### src/rtl/i2s_pkg.sv
// ---------------------------------------------------------------------------
// i2s_pkg
// Shared definitions for the I2S receive path (and the matching transmit
// path): receiver state encoding, channel codes and the default word width.
// ---------------------------------------------------------------------------
package i2s_pkg;

   // Bits per channel word on the I2S link, common to receive and transmit.
   localparam int I2S_DATA_W = 24;

   // Channel codes, equal to the lrclk level that selects the channel.
   localparam logic CH_LEFT  = 1'b0;
   localparam logic CH_RIGHT = 1'b1;

   // Receiver states.
   typedef enum logic [1:0] {
      ST_IDLE    = 2'd0,
      ST_WAIT    = 2'd1,
      ST_CAPTURE = 2'd2,
      ST_HOLD    = 2'd3
   } i2s_state_e;

endpackage

### src/rtl/i2s_lrclk_edge.sv
// ---------------------------------------------------------------------------
// i2s_lrclk_edge
// Registers lrclk and flags a word-select transition. The register has no
// reset on purpose: it keeps following lrclk while the rest of the design is
// held in reset, so the first cycle after reset never sees a false edge.
//
// Ports:
//   sclk     in   serial bit clock (posedge)
//   lrclk    in   word select, 0 = left, 1 = right
//   lr_edge  out  high when lrclk differs from its registered copy
//   lr_chan  out  channel of the word that starts at this edge
// ---------------------------------------------------------------------------
module i2s_lrclk_edge (
   input  logic sclk,
   input  logic lrclk,
   output logic lr_edge,
   output logic lr_chan
);

   logic lr_d;
   logic lr_q;

   // Next value of the lrclk history register.
   always_comb begin
      lr_d = lrclk;
   end

   // lrclk history register, free running (also during reset).
   always_ff @(posedge sclk) begin
      lr_q <= lr_d;
   end

   // Edge and channel decode.
   always_comb begin
      lr_edge = (lrclk != lr_q);
      lr_chan = lrclk;
   end

endmodule

### src/rtl/i2s_receiver.sv
// ---------------------------------------------------------------------------
// i2s_receiver
// Deserialises an I2S stream into left/right parallel words. Each word is
// framed by an lrclk transition; the MSB is sampled DELAY posedges after the
// posedge that detects the transition and DATA_W bits are shifted in MSB
// first. Bits beyond DATA_W in a slot are ignored. A word cut short by an
// early lrclk transition is dropped and reported on short_err.
//
// Ports:
//   sclk         in   serial bit clock, all logic on posedge
//   rst          in   synchronous active-high reset
//   lrclk        in   word select, 0 = left, 1 = right
//   sdin         in   serial data
//   left_data    out  last completed left word (held)
//   right_data   out  last completed right word (held)
//   left_valid   out  one-cycle pulse when left_data updates
//   right_valid  out  one-cycle pulse when right_data updates
//   frame_valid  out  pulse with right_valid when a left word preceded it
//   short_err    out  one-cycle pulse when a word is truncated
//
// DATA_W must be at least 2; DELAY must be in 1..4.
// ---------------------------------------------------------------------------
module i2s_receiver
   import i2s_pkg::*;
#(
   parameter int DATA_W = I2S_DATA_W,
   parameter int DELAY  = 1
) (
   input  logic              sclk,
   input  logic              rst,
   input  logic              lrclk,
   input  logic              sdin,
   output logic [DATA_W-1:0] left_data,
   output logic [DATA_W-1:0] right_data,
   output logic              left_valid,
   output logic              right_valid,
   output logic              frame_valid,
   output logic              short_err
);

   localparam int         CNT_W     = $clog2(DATA_W + 1);
   localparam logic [1:0] S_IDLE    = ST_IDLE;
   localparam logic [1:0] S_WAIT    = ST_WAIT;
   localparam logic [1:0] S_CAPTURE = ST_CAPTURE;
   localparam logic [1:0] S_HOLD    = ST_HOLD;
   localparam logic [1:0] DLY_LOAD  = 2'(DELAY - 1);

   logic              lr_edge;
   logic              lr_chan;

   logic [1:0]        state_q,       state_d;
   logic [1:0]        dly_q,         dly_d;
   logic [CNT_W-1:0]  bit_cnt_q,     bit_cnt_d;
   logic [DATA_W-1:0] shift_q,       shift_d;
   logic              chan_q,        chan_d;
   logic              left_seen_q,   left_seen_d;
   logic [DATA_W-1:0] left_data_q,   left_data_d;
   logic [DATA_W-1:0] right_data_q,  right_data_d;
   logic              left_valid_q,  left_valid_d;
   logic              right_valid_q, right_valid_d;
   logic              frame_valid_q, frame_valid_d;
   logic              short_err_q,   short_err_d;

   logic              sample_s;
   logic              last_s;
   logic              restart_s;
   logic [CNT_W-1:0]  cnt_next_s;
   logic [DATA_W-1:0] word_s;

   i2s_lrclk_edge u_lrclk_edge (
      .sclk    (sclk),
      .lrclk   (lrclk),
      .lr_edge (lr_edge),
      .lr_chan (lr_chan)
   );

   // Bit sampling. The posedge on which the WAIT countdown sits at zero is
   // itself the MSB sample, so the MSB lands DELAY posedges after the edge.
   always_comb begin
      sample_s   = 1'b0;
      cnt_next_s = bit_cnt_q;
      word_s     = shift_q;
      if ((state_q == S_WAIT) && (dly_q == 2'd0)) begin
         sample_s   = 1'b1;
         cnt_next_s = CNT_W'(1);
         word_s     = {{(DATA_W-1){1'b0}}, sdin};
      end else if (state_q == S_CAPTURE) begin
         sample_s   = 1'b1;
         cnt_next_s = bit_cnt_q + CNT_W'(1);
         word_s     = {shift_q[DATA_W-2:0], sdin};
      end else begin
         sample_s   = 1'b0;
      end
      last_s = sample_s && (cnt_next_s == CNT_W'(DATA_W));
   end

   // Next-state, commit and pulse logic.
   always_comb begin
      state_d       = state_q;
      dly_d         = dly_q;
      bit_cnt_d     = bit_cnt_q;
      shift_d       = shift_q;
      chan_d        = chan_q;
      left_seen_d   = left_seen_q;
      left_data_d   = left_data_q;
      right_data_d  = right_data_q;
      left_valid_d  = 1'b0;
      right_valid_d = 1'b0;
      frame_valid_d = 1'b0;
      short_err_d   = 1'b0;
      restart_s     = 1'b0;

      // Commit a completed word. This happens even when an edge arrives on
      // the final bit; the new word is then started below.
      if (last_s) begin
         if (chan_q == CH_LEFT) begin
            left_data_d  = word_s;
            left_valid_d = 1'b1;
            left_seen_d  = 1'b1;
         end else begin
            right_data_d  = word_s;
            right_valid_d = 1'b1;
            if (left_seen_q) begin
               frame_valid_d = 1'b1;
               left_seen_d   = 1'b0;
            end else begin
               frame_valid_d = 1'b0;
            end
         end
      end else begin
         left_valid_d = 1'b0;
      end

      case (state_q)
         S_IDLE: begin
            if (lr_edge) begin
               restart_s = 1'b1;
            end else begin
               state_d = S_IDLE;
            end
         end
         S_WAIT: begin
            if (lr_edge) begin
               restart_s   = 1'b1;
               short_err_d = 1'b1;
            end else if (dly_q == 2'd0) begin
               shift_d   = word_s;
               bit_cnt_d = cnt_next_s;
               state_d   = S_CAPTURE;
            end else begin
               dly_d = dly_q - 2'd1;
            end
         end
         S_CAPTURE: begin
            if (last_s) begin
               shift_d   = word_s;
               bit_cnt_d = cnt_next_s;
               if (lr_edge) begin
                  restart_s = 1'b1;
               end else begin
                  state_d = S_HOLD;
               end
            end else if (lr_edge) begin
               // Truncated word: drop it and break any pending frame pairing.
               restart_s   = 1'b1;
               short_err_d = 1'b1;
               left_seen_d = 1'b0;
            end else begin
               shift_d   = word_s;
               bit_cnt_d = cnt_next_s;
            end
         end
         S_HOLD: begin
            if (lr_edge) begin
               restart_s = 1'b1;
            end else begin
               state_d = S_HOLD;
            end
         end
         default: begin
            state_d = S_IDLE;
         end
      endcase

      // Start a new word for the channel selected by the new lrclk level.
      if (restart_s) begin
         state_d   = S_WAIT;
         dly_d     = DLY_LOAD;
         bit_cnt_d = '0;
         shift_d   = '0;
         chan_d    = lr_chan;
      end else begin
         chan_d = chan_q;
      end
   end

   // State and output registers.
   always_ff @(posedge sclk) begin
      if (rst) begin
         state_q       <= S_IDLE;
         dly_q         <= 2'd0;
         bit_cnt_q     <= '0;
         shift_q       <= '0;
         chan_q        <= CH_LEFT;
         left_seen_q   <= 1'b0;
         left_data_q   <= '0;
         right_data_q  <= '0;
         left_valid_q  <= 1'b0;
         right_valid_q <= 1'b0;
         frame_valid_q <= 1'b0;
         short_err_q   <= 1'b0;
      end else begin
         state_q       <= state_d;
         dly_q         <= dly_d;
         bit_cnt_q     <= bit_cnt_d;
         shift_q       <= shift_d;
         chan_q        <= chan_d;
         left_seen_q   <= left_seen_d;
         left_data_q   <= left_data_d;
         right_data_q  <= right_data_d;
         left_valid_q  <= left_valid_d;
         right_valid_q <= right_valid_d;
         frame_valid_q <= frame_valid_d;
         short_err_q   <= short_err_d;
      end
   end

   // Output drive from registers.
   always_comb begin
      left_data   = left_data_q;
      right_data  = right_data_q;
      left_valid  = left_valid_q;
      right_valid = right_valid_q;
      frame_valid = frame_valid_q;
      short_err   = short_err_q;
   end

endmodule

### config.mk
export PLATFORM = sky130hd
export DESIGN_NAME = i2s_receiver
export DESIGN_NICKNAME = d
export VERILOG_FILES = /design/src/rtl/i2s_pkg.sv /design/src/rtl/i2s_lrclk_edge.sv /design/src/rtl/i2s_receiver.sv
export SDC_FILE = /design/constraint.sdc
export NUM_CORES = 1
export LEC_CHECK = 0
export CAP_MARGIN = 20
export CORE_MARGIN = 2
export CORE_UTILIZATION = 48
export CTS_CLUSTER_DIAMETER = 80
export CTS_CLUSTER_SIZE = 25
export DETAILED_ROUTE_END_ITERATION = 10
export PLACE_DENSITY = 0.72
export SLEW_MARGIN = 10
export SYNTH_ARGS = -nofsm -noshare
export SYNTH_HDL_FRONTEND = slang
export SYNTH_SLANG_ARGS = --single-unit
### constraint.sdc
create_clock -name sclk -period 7.2 [get_ports sclk]
set_clock_uncertainty 0.05 [all_clocks]
set_input_delay 1.44 -clock sclk [delete_from_list [all_inputs] [get_ports sclk]]
set_output_delay 1.44 -clock sclk [all_outputs]
set_load 0.05 [all_outputs]
Yosys cells after proc, flatten, opt, wreduce, memory -nomap -nowiden
Index checks and enable logic that the tools add are counted.
Widths: inputs -> output; s select.
Operators by class
  $add $sub $neg: 2
  eq/ne operators: 14
  muxes and demuxes: 34
  bitwise gates (word level): 4
  reductions and logical operators: 15
Operators by type and width (number)
  $mux 24: 6
  $pmux 24 s2: 1
  $mux 5: 6
  $mux 1: 13
  $ne 3x3->1 const B: 4
  $reduce_and 4->1: 3
  $mux 2: 5
  $pmux 5 s2: 1
  $pmux 2 s4: 1
  $ne 2x2->1 const B: 3
  $add 5x1->5 const B: 1
  $eq 5x5->1 const B: 1
  $eq 2x2->1 const B: 2
  $logic_not 2->1: 2
  $not 1->1: 4
  $reduce_and 2->1: 2
  $reduce_or 2->1: 2
  $reduce_or 4->1: 1
  $ne 3x2->1 const B: 1
  $reduce_and 3->1: 1
  $reduce_or 3->1: 1
  $eq 2x1->1 const B: 1
  $logic_and 1x1->1: 2
  $ne 2x1->1 const B: 1
  other kinds (4): 4
Word-level totals
  register bits: 88
  input bits: 4

Longest topological paths before layout
Gate-level depths: netlist (run 1).
  depth in word-level cells: 9
  mapped depth: 9
  mapped depth without buffers: 6

Cells and area by module
A second synthesis (run 1) with hierarchy kept.
Second synthesis, totals
  cells, all modules: 409
  area total of the unflattened synthesis: 3887.5 sq um
Modules (own cells, without submodules)
  i2s_receiver: times used 1, cells an instance 406, area each 3851.2 sq um, seq. area each 1741.7 sq um
  i2s_lrclk_edge: times used 1, cells an instance 3, area each 36.3 sq um, seq. area each 20.0 sq um

Worst setup path after synthesis (run 1)
No wires, ideal clock.
  kind: input to register
  start: in rst
  end: reg left_data_q[16] (netlist: left_data[16])
  library setup time: 0.121 ns
  arrival time: 2.526 ns
  data required time: 7.029 ns
  slack: 4.504 ns
  stages on the path: 5
  buffers on the path: 3
  path through: clkbuf_1 clkbuf_1 clkbuf_1 nor3_1 mux2_2
RTL lines
  start, declared: line i2s_receiver.sv:30  | input logic rst,
  end signal, assigned: line i2s_receiver.sv:219  | left_data_q <= left_data_d;
  end, declared: line i2s_receiver.sv:57  | logic [DATA_W-1:0] left_data_q, left_data_d;

Worst setup path in the final report (run 1)
  start: reg state_q[0]
  end: reg right_data_q[7] (netlist: right_data[7])
Between the ends
  word-level cells in the longest chain between the ends: 6
  elaborated cells between the ends (all ways): 12
  classes of those cells: eq/ne: 3; mux: 6; reduce/logical: 3
RTL lines
  start, declared: line i2s_receiver.sv:51  | logic [1:0] state_q, state_d;
  start signal, assigned: line i2s_receiver.sv:213  | state_q <= state_d;
  $eq 2x2->1 or $eq 2x1->1 (tied branches): line i2s_receiver.sv:87, i2s_receiver.sv:83
  $mux 5 or $logic_and 1x1->1 (tied branches): line i2s_receiver.sv:87, i2s_receiver.sv:83
  $mux 5: line i2s_receiver.sv:83  | if ((state_q == S_WAIT) && (dly_q == 2'd0)) begin
  $eq 5x5->1: line i2s_receiver.sv:94  | last_s = sample_s && (cnt_next_s == CNT_W'(DATA_W));
  $logic_and 1x1->1: line i2s_receiver.sv:94
  $reduce_and 2->1 (no source line)
  end signal, assigned: line i2s_receiver.sv:220  | right_data_q <= right_data_d;
  end, declared: line i2s_receiver.sv:58  | logic [DATA_W-1:0] right_data_q, right_data_d;
Parallel ways exist; a longest one is shown, timed or not.
A chain may end at the register's enable or synchronous reset.

==> reports/metrics.yaml, run 1 <==
yosys_register_bits: 88
gp_congestion: 0.794
cts.htree.levels: 3
power_leakage_nw: 1.65
grtUsageTotal_pct: 17.8
vias: 2932
die_w_um: 93.5
wl_um: 7530
synth-main-ff-cell: "dfxtp_1"
worst-slew-pin-transition_ns: 0.886
first_pass_iters: 4
finalCriticalPeriod_ns: 3.11
grt_max_degree: 54
r2r_slack_ns: 4.09
rsz0062_at_grt: "no"
layout-drive-gt1-share_pct: 12.2
antenna_found_initial: 0
ys_seq_area_share_pct: 45.8
swShare_pct: 23.5
grt_overflow: 0
cp_cell_sequence: "inv_1 -> ha_2 -> buf_4 -> nand2_1 -> or4_4 -> nor4_4 -> buf_4 -> a22o_1"
layout.nets: 439
synthTopCellsByArea: "dfxtp_1 46%, mux2_2 7.0%, mux2i_1 6.2%"
netlist_area_um2: 3850
yosysTopAreaCell: "dfxtp_1"
core_um2: 7730
clockPowerShare_pct: 40.0
fmax_mhz: 321
start_kind: "flip-flop"
setup_tns_ns: 0
dr.first_iter.drc_count: 116
power.density_nw_per_um2: 198
pin_count: 56
clock_sinks: 88
place_hpwl_um: 4960
fp.dieArea_um2: 8750
diodes: 0
drv_cap: 0
place_area_um2: 4410
synth_edf_count: 0
finalPower_w: 0.000914
crit_type: "reg2reg"
p_int_w: 0.000699
hold_viol: 0
fillers: 665
port_buffers: 55
finalMaxSlewViolations: 0
layout-area-overhead-vs-synth_pct: 20.2
hold_buffers: 0
syn_area_per_cell_um2: 9.84
final_area_um2: 4620
min_path_type: "reg2reg"
crit_family: "simple AND/OR/NAND/NOR gates"
status: "finished, final reports clean"
ir_drop_mv: 0.122
setup_violations: 0
grt_pass1_vias: 2763
ant_nets: 0
synth-warning-count: 0
critPathArrivalTime_ns: 3.37
ys_top_cells_by_count: "88 x dfxtp_1, 54 x nor2_1, 26 x clkbuf_1, 26 x nor2b_1, 25 x nor3_1"
syn_nets: 401
synthCells: 391
yosysMostFrequentCell: "dfxtp_1"
seq_power_share_pct: 53.7
clk_latency_ns: 0.35
via_per_inst: 5.47
cts_setup_buffers: 0
ctsLongestPathBuffers: 2
cp_max_fo: 53
die_h_um: 93.5
critPathMaxStageDelay_ns: 0.60
pre_cts_ws_ns: 3.87
path_clk_slew_ns: 0.09
power_frac_comb_pct: 6.3
synth.distinct_cells: 35
crit_top_cell: "buf_4"
grt_pass1_wl_um: 12700
cp-end-kind: "flip-flop"
start_util_pct: 49.8
wl_per_cell_um: 14.1
synth_top_cell_area_share_pct: 45.8
async_reset_ff_share_pct: 0
slowest_stage: "nor4_4"
required_ns: 7.45
fp-row-count: 32
switching_power_w: 0.000215
slew_headroom_pct: 40.9
drc: 0
cts_resized: 0
cts_buffers: 9
root_buffer: "clkbuf_8"
path_buf_inv: 3
period_share_pct: 43.3
finalWorstSetupSlack_ns: 4.09
cts_tree: "built"
[worst paths after layout]
path / start / to / cells after the start
worst max-delay path: state_q[0] / right_data[7] / 8
worst min-delay path: dly_q[0] / dly_q[0] / 2
worst max register to register: state_q[0] / right_data[7] / 8
worst min register to register: dly_q[0] / dly_q[0] / 2
[power groups by stage]
| stage | sequential (W) | combinational, W | clock [W] |
|---|---|---|---|
| after detailed placement | 0.000503 | 0.0000574 | 0 |
| after CTS | 0.000491 | 0.0000577 | 0.000372 |
| final | 0.000491 | 0.0000576 | 0.000365 |
| after global placement | 0.000503 | 0.0000557 | 0 |
| after floorplan | 0.000503 | 0.0000474 | 0 |
| after global routing | 0.000492 | 0.0000636 | 0.000390 |
[final cells by class]
class                           instances  area, µm²  area share (%)
Tap cell                              102        128            2.76
Sequential cell                        88       1760            38.1
Inverter                               10       37.5           0.812
Clock inverter                          5       81.3            1.76
Clock buffer                           11        131            2.84
Timing Repair Buffer                   61        598            12.9
Multi-Input combinational cell        259       1880            40.8
[cells in the final DEF, fill, tap and decap left out, types with 3 or more instances in the layout]
master and instances:
nor2_1 54, a22o_1 24, clkdlybuf4s50_1 54, a21oi_1 6, xor2_1 4, nand2_1 10, clkbuf_8 9, nor3_1 25
nand4_1 4, inv_1 10, dfxtp_1 88, xnor2_1 3, ha_1 5, a32oi_1 24, buf_4 5, nor2b_1 26
mux2_2 24, mux2i_1 24, a31oi_1 3
[routing by layer]
layer | vias up | wire length (µm) | track usage, %
met5 | - | 0 | 0
met4 | 0 | 148 | 7.35
met3 | 13 | 259 | 2.82
met2 | 59 | 3450 | 28.9
met1 | 1382 | 3680 | 23.7
li1 | 1478 | - | -
[cells by family after synthesis]
group	after synthesis	synth area share (%)
flops	88	45.8
buf+inv	44	5.47
compound gates	67	14.2
xor+xnor	7	1.59
fa+ha+maj	6	1.95
mux	49	13.7
simple gates	130	17.3
[state kept, by name, summed over array words and instances (netlist names)]
name               cells
left_valid             1
frame_valid            1
shift_q               24
u_lrclk_edge.lr_q      1
left_seen_q            1
left_data             24
bit_cnt_q              5
chan_q                 1
state_q                2
short_err              1
right_data            24
right_valid            1
dly_q                  2
[worst register-to-register path: stages (launching register included)]
cell and delay (ns):
dfxtp_1 0.34, inv_1 0.12, ha_2 0.18, buf_4 0.51, nand2_1 0.18, or4_4 0.57
nor4_4 0.60, buf_4 0.36, a22o_1 0.18
[metrics by stage]
step           utilization [%]  std cells  hold WS (ns)
2_1_floorplan                -        391         0.381
3_3_place_gp              56.9        519         0.390
3_5_place_dp              57.1        520         0.411
4_1_cts                   59.8        536         0.421
5_1_grt                   59.8        536         0.447
6_report                  59.8        536         0.418
(Power assumes the default switching activity.)
==> inputs of run 2 (changes only) <==
Clock period 7.2 ns to 3.14 ns, I/O delays scaled along.
==> reports/metrics.yaml, run 2 (synthesized netlist as in run 1, its figures left out) <==
status: "finished, final reports clean"
worst-slew-pin-transition_ns: 0.745  # -0.141 ns
drc: 0  # unchanged
via_per_inst: 5.54  # +1.2%
path_clk_slew_ns: 0.09  # about the same
start_kind: "flip-flop"
dr.first_iter.drc_count: 125  # +7.8%
rsz0062_at_grt: "no"
gp_congestion: 0.805  # +1.4%
regArea_um2: 1760  # unchanged
place_hpwl_um: 5390  # +8.6%
grt_overflow: 0  # unchanged
final_cells: 541  # +0.93%
met3_usage_pct: 3.46  # +0.64 points
cts_setup_buffers: 0  # unchanged
die_h_um: 93.5  # unchanged
first_pass_iters: 4  # unchanged
pin_count: 56  # unchanged
slew_headroom_pct: 50.3  # +9.3 points
dp_cells: 525  # +0.96%
finalCriticalPeriod_ns: 2.57  # -0.547 ns
final_cell_mix: "88 x dfxtp_1, 54 x nor2_1, 54 x clkdlybuf4s50_1, 26 x nor2b_1, 25 x nor3_1"
cp_max_fo: 17  # -68%
clock_sinks: 88  # unchanged
cts_buffers: 9  # unchanged
setup_violations: 0  # unchanged
mostFrequentLayoutCell: "dfxtp_1"
cts_resized: 0  # unchanged
met1_usage_pct: 26.0  # +2.3 points
fp.dieArea_um2: 8750  # unchanged
path_buf_inv: 2  # -1
p_int_w: 0.00161  # +130%
clk_latency_ns: 0.35  # about the same
layout.nets: 444  # +1.1%
power_frac_comb_pct: 6.5  # +0.2 points
power_leakage_nw: 1.67  # +1.4%
drv_cap: 0  # unchanged
cp-end-kind: "flip-flop"
grt_pass1_vias: 2839  # +2.8%
ctsLongestPathBuffers: 2  # unchanged
required_ns: 3.33  # -4.12 ns
grtUsageTotal_pct: 19.3  # +1.5 points
power.density_nw_per_um2: 452  # +130%
seq_power_share_pct: 53.6  # about the same
min_path_type: "reg2reg"
hold_viol: 0  # unchanged
cp_cell_sequence: "inv_1 -> ha_1 -> and2_4 -> or4_4 -> nor4_4 -> buf_4 -> mux2_2"
wl_um: 8040  # +6.8%
use_met2_pct: 30.2  # +1.3 points
diodes: 0  # unchanged
critPathArrivalTime_ns: 2.76  # -0.61 ns
layout-area-overhead-vs-synth_pct: 20.9
multiInputGateArea_um2: 1880  # unchanged
slowest_stage: "or4_4"
finalMaxSlewViolations: 0  # unchanged
port_buffers: 55  # unchanged
ant_nets: 0  # unchanged
fmax_mhz: 389  # +21%
cts_tree: "built"
fillers: 678  # +2.0%
clockPowerShare_pct: 39.9  # about the same
final_area_um2: 4650  # +0.65%
hold_buffers: 0  # unchanged
antenna_found_initial: 0  # unchanged
start_util_pct: 49.8  # unchanged
fp-row-count: 32  # unchanged
cts.htree.levels: 3  # unchanged
period_share_pct: 81.8  # +39 points
crit_family: "simple AND/OR/NAND/NOR gates"
r2r_slack_ns: 0.57  # -3.51 ns
layout-drive-gt1-share_pct: 13.2  # +1.0 points
critPathMaxStageDelay_ns: 0.56  # -0.04 ns
grt_pass1_wl_um: 13500  # +6.0%
setup_tns_ns: 0  # unchanged
wl_per_cell_um: 14.9  # +5.8%
root_buffer: "clkbuf_8"
core_um2: 7730  # unchanged
switching_power_w: 0.000497  # +130%
top_usage_layer: "met2"
grt_max_degree: 50  # -7.4%
vias: 2995  # +2.1%
swShare_pct: 23.7  # +0.16 points
die_w_um: 93.5  # unchanged
crit_type: "reg2reg"
ir_drop_mv: 0.216  # +77%
place_area_um2: 4440  # +0.68%
run 2: power groups by stage:
stage                     logic, W  registers, W  clock network (W)
after floorplan           0.000109       0.00115                  0
after global placement    0.000134       0.00115                  0
after detailed placement  0.000136       0.00115                  0
after CTS                 0.000136       0.00113           0.000853
after global routing      0.000150       0.00113           0.000900
final                     0.000137       0.00113           0.000838
run 2: worst paths after layout:
path,start,to,cells after the start
min reg2reg,dly_q[0],dly_q[0],2
max,state_q[1],left_data[10],7
max reg2reg,state_q[1],left_data[10],7
min,dly_q[0],dly_q[0],2
run 2: worst register-to-register path, stage by stage, from the launching register on:
cell     delay (ns)
dfxtp_1        0.37
inv_1          0.09
ha_1           0.29
and2_4         0.19
or4_4          0.56
nor4_4         0.24
buf_4          0.30
mux2_2         0.38
run 2: final cells by class:
type | count | area share (%)
clock inverter | 5 | 1.75
inverter | 10 | 0.807
sequential | 88 | 37.9
tap | 102 | 2.74
clock buffer | 11 | 2.82
multi-input combinational | 259 | 40.5
timing repair buffer | 66 | 13.5
run 2: layer usage:
metal	up-vias	part of all wire [%]
met5	-	0
met2	77	46
met3	11	4.4
met1	1425	49
li1	1482	-
met4	0	1.4
run 2: stage by stage:
step	util [%]	hold WS [ns]	setup slack (ns)	total power, W
final	60.2	0.408	0.572	0.00210
after global routing	60.2	0.434	0.461	0.00218
after CTS	60.2	0.409	0.575	0.00212
after detailed placement	57.4	0.397	0.585	0.00129
after global placement	57.4	0.389	0.665	0.00129
after floorplan	-	0.381	0.593	0.00126
==> inputs of run 3 (changes only) <==
Clock period 3.14 ns to 2.5 ns, I/O delays scaled along.
==> reports/metrics.yaml, run 3 (synthesized netlist as in run 1, its figures left out) <==
ctsLongestPathBuffers: 2  # unchanged
finalPower_w: 0.00271  # +29%
min_path_type: "in2reg"
pin_count: 56  # unchanged
crit_type: "reg2reg"
wl_um: 8070  # +0.31%
antenna_found_initial: 0  # unchanged
path_clk_slew_ns: 0.09  # about the same
cp-end-kind: "flip-flop"
path_buf_inv: 1  # -1
cts.htree.levels: 3  # unchanged
port_buffers: 55  # unchanged
start_kind: "flip-flop"
fmax_mhz: 420  # +7.9%
crit_family: "simple AND/OR/NAND/NOR gates"
fp.dieArea_um2: 8750  # unchanged
mostFrequentLayoutCell: "dfxtp_1"
clk_latency_ns: 0.37  # +0.02 ns
layout.nets: 451  # +1.6%
fp-row-count: 32  # unchanged
start_util_pct: 49.8  # unchanged
finalMaxSlewViolations: 0  # unchanged
finalCriticalPeriod_ns: 2.38  # -0.189 ns
required_ns: 2.69  # -0.64 ns
hp-start: "rst"
cp_max_fo: 9  # -8
ant_nets: 0  # unchanged
grtUsageTotal_pct: 19.8  # +0.51 points
rsz0062_at_grt: "no"
vias: 3027  # +1.1%
cts_setup_buffers: 0  # unchanged
timing.hold.ws_ns: 0.338  # -0.0700 ns
drv_cap: 0  # unchanged
setup_violations: 0  # unchanged
power_leakage_nw: 1.72  # +2.8%
critPathArrivalTime_ns: 2.57  # -0.19 ns
cts_resized: 0  # unchanged
hold_viol: 0  # unchanged
met1_usage_pct: 27.0  # +1.0 points
via_per_inst: 5.52  # -0.22%
ir_drop_mv: 0.296  # +37%
slew_headroom_pct: 53.9  # +3.6 points
period_share_pct: 95.2  # +13 points
place_hpwl_um: 5350  # -0.84%
use_met2_pct: 30.5  # +0.30 points
grt_overflow: 0  # unchanged
cp_cell_sequence: "ha_1 -> or4_4 -> nor4_4 -> buf_4 -> mux2_2"
final_cell_mix: "87 x dfxtp_1, 54 x nor2_1, 54 x clkdlybuf4s50_1, 26 x nor2b_1, 25 x nor3_1"
worst-slew-pin-transition_ns: 0.691  # -0.0544 ns
hold_buffers: 0  # unchanged
layout-area-overhead-vs-synth_pct: 23.8
layout-drive-gt1-share_pct: 15.7  # +2.5 points
cts_tree: "built"
diodes: 0  # unchanged
dr.first_iter.drc_count: 138  # +10%
wl_per_cell_um: 14.7  # -0.97%
die_h_um: 93.5  # unchanged
first_pass_iters: 4  # unchanged
drc: 0  # unchanged
timing.rr.start: "bit_cnt_q[0]"
startpoint: "bit_cnt_q[0]"
gp_congestion: 0.792  # -1.6%
core_um2: 7730  # unchanged
top_usage_layer: "met2"
power.density_nw_per_um2: 570  # +26%
die_w_um: 93.5  # unchanged
grt_pass1_vias: 2901  # +2.2%
critPathMaxStageDelay_ns: 0.60  # +0.04 ns
grt_max_degree: 50  # unchanged
status: "finished, final reports clean"
root_buffer: "clkbuf_8"
clock_sinks: 88  # unchanged
final_util_pct: 61.6  # +1.4 points
met3_usage_pct: 4.92  # +1.5 points
slowest_stage: "or4_4"
cts_buffers: 9  # unchanged
grt_pass1_wl_um: 13900  # +3.3%
run 3: where the power goes:
part	total, W	switching, W	leakage, nW	internal, W
registers	0.00142	0.00000788	0.710	0.00141
clock network	0.00111	0.000538	0.104	0.000573
logic	0.000188	0.000130	0.904	0.0000574
total	0.00271	0.000676	1.72	0.00204
run 3: metal layers:
layer	vias to the layer above	wire, µm
met5	-	0
met4	0	91
met3	6	364
met2	64	3670
met1	1451	3940
li1	1506	-
run 3: worst register-to-register path: stages, from the launching register on:
cell	delay [ns]
dfxtp_1	0.35
ha_1	0.34
or4_4	0.60
nor4_4	0.33
buf_4	0.24
mux2_2	0.35
run 3: final cells by class:
cell class / count / area [µm²]
timing repair buffer: 73 / 722
sequential: 88 / 1760
inverter: 10 / 37.5
multi-input combinational: 259 / 1890
tap: 102 / 128
fill: 657 / 2960
clock inverter: 7 / 103
clock buffer: 9 / 124
run 3: worst paths after layout:
| kind | endpoint | slack [ns] | depth (start not counted) |
|---|---|---|---|
| setup / recovery | left_data[22] | 0.12 | 5 |
| hold / removal | chan_q | 0.34 | 2 |
| setup reg to reg | left_data[22] | 0.12 | 5 |
| hold reg to reg | dly_q[0] | 0.41 | 2 |
run 3: through the flow:
stage / cell area, µm² / instances / TNS, ns / setup WS [ns]
global placement: 4530 / 532 / 0 / 0.152
global route: 4760 / 548 / 0 / 0.00621
detailed placement: 4530 / 532 / 0 / 0.105
CTS: 4760 / 548 / 0 / 0.0951
floorplan: 3850 / 391 / -0.380 / -0.0215
finish: 4760 / 548 / 0 / 0.120
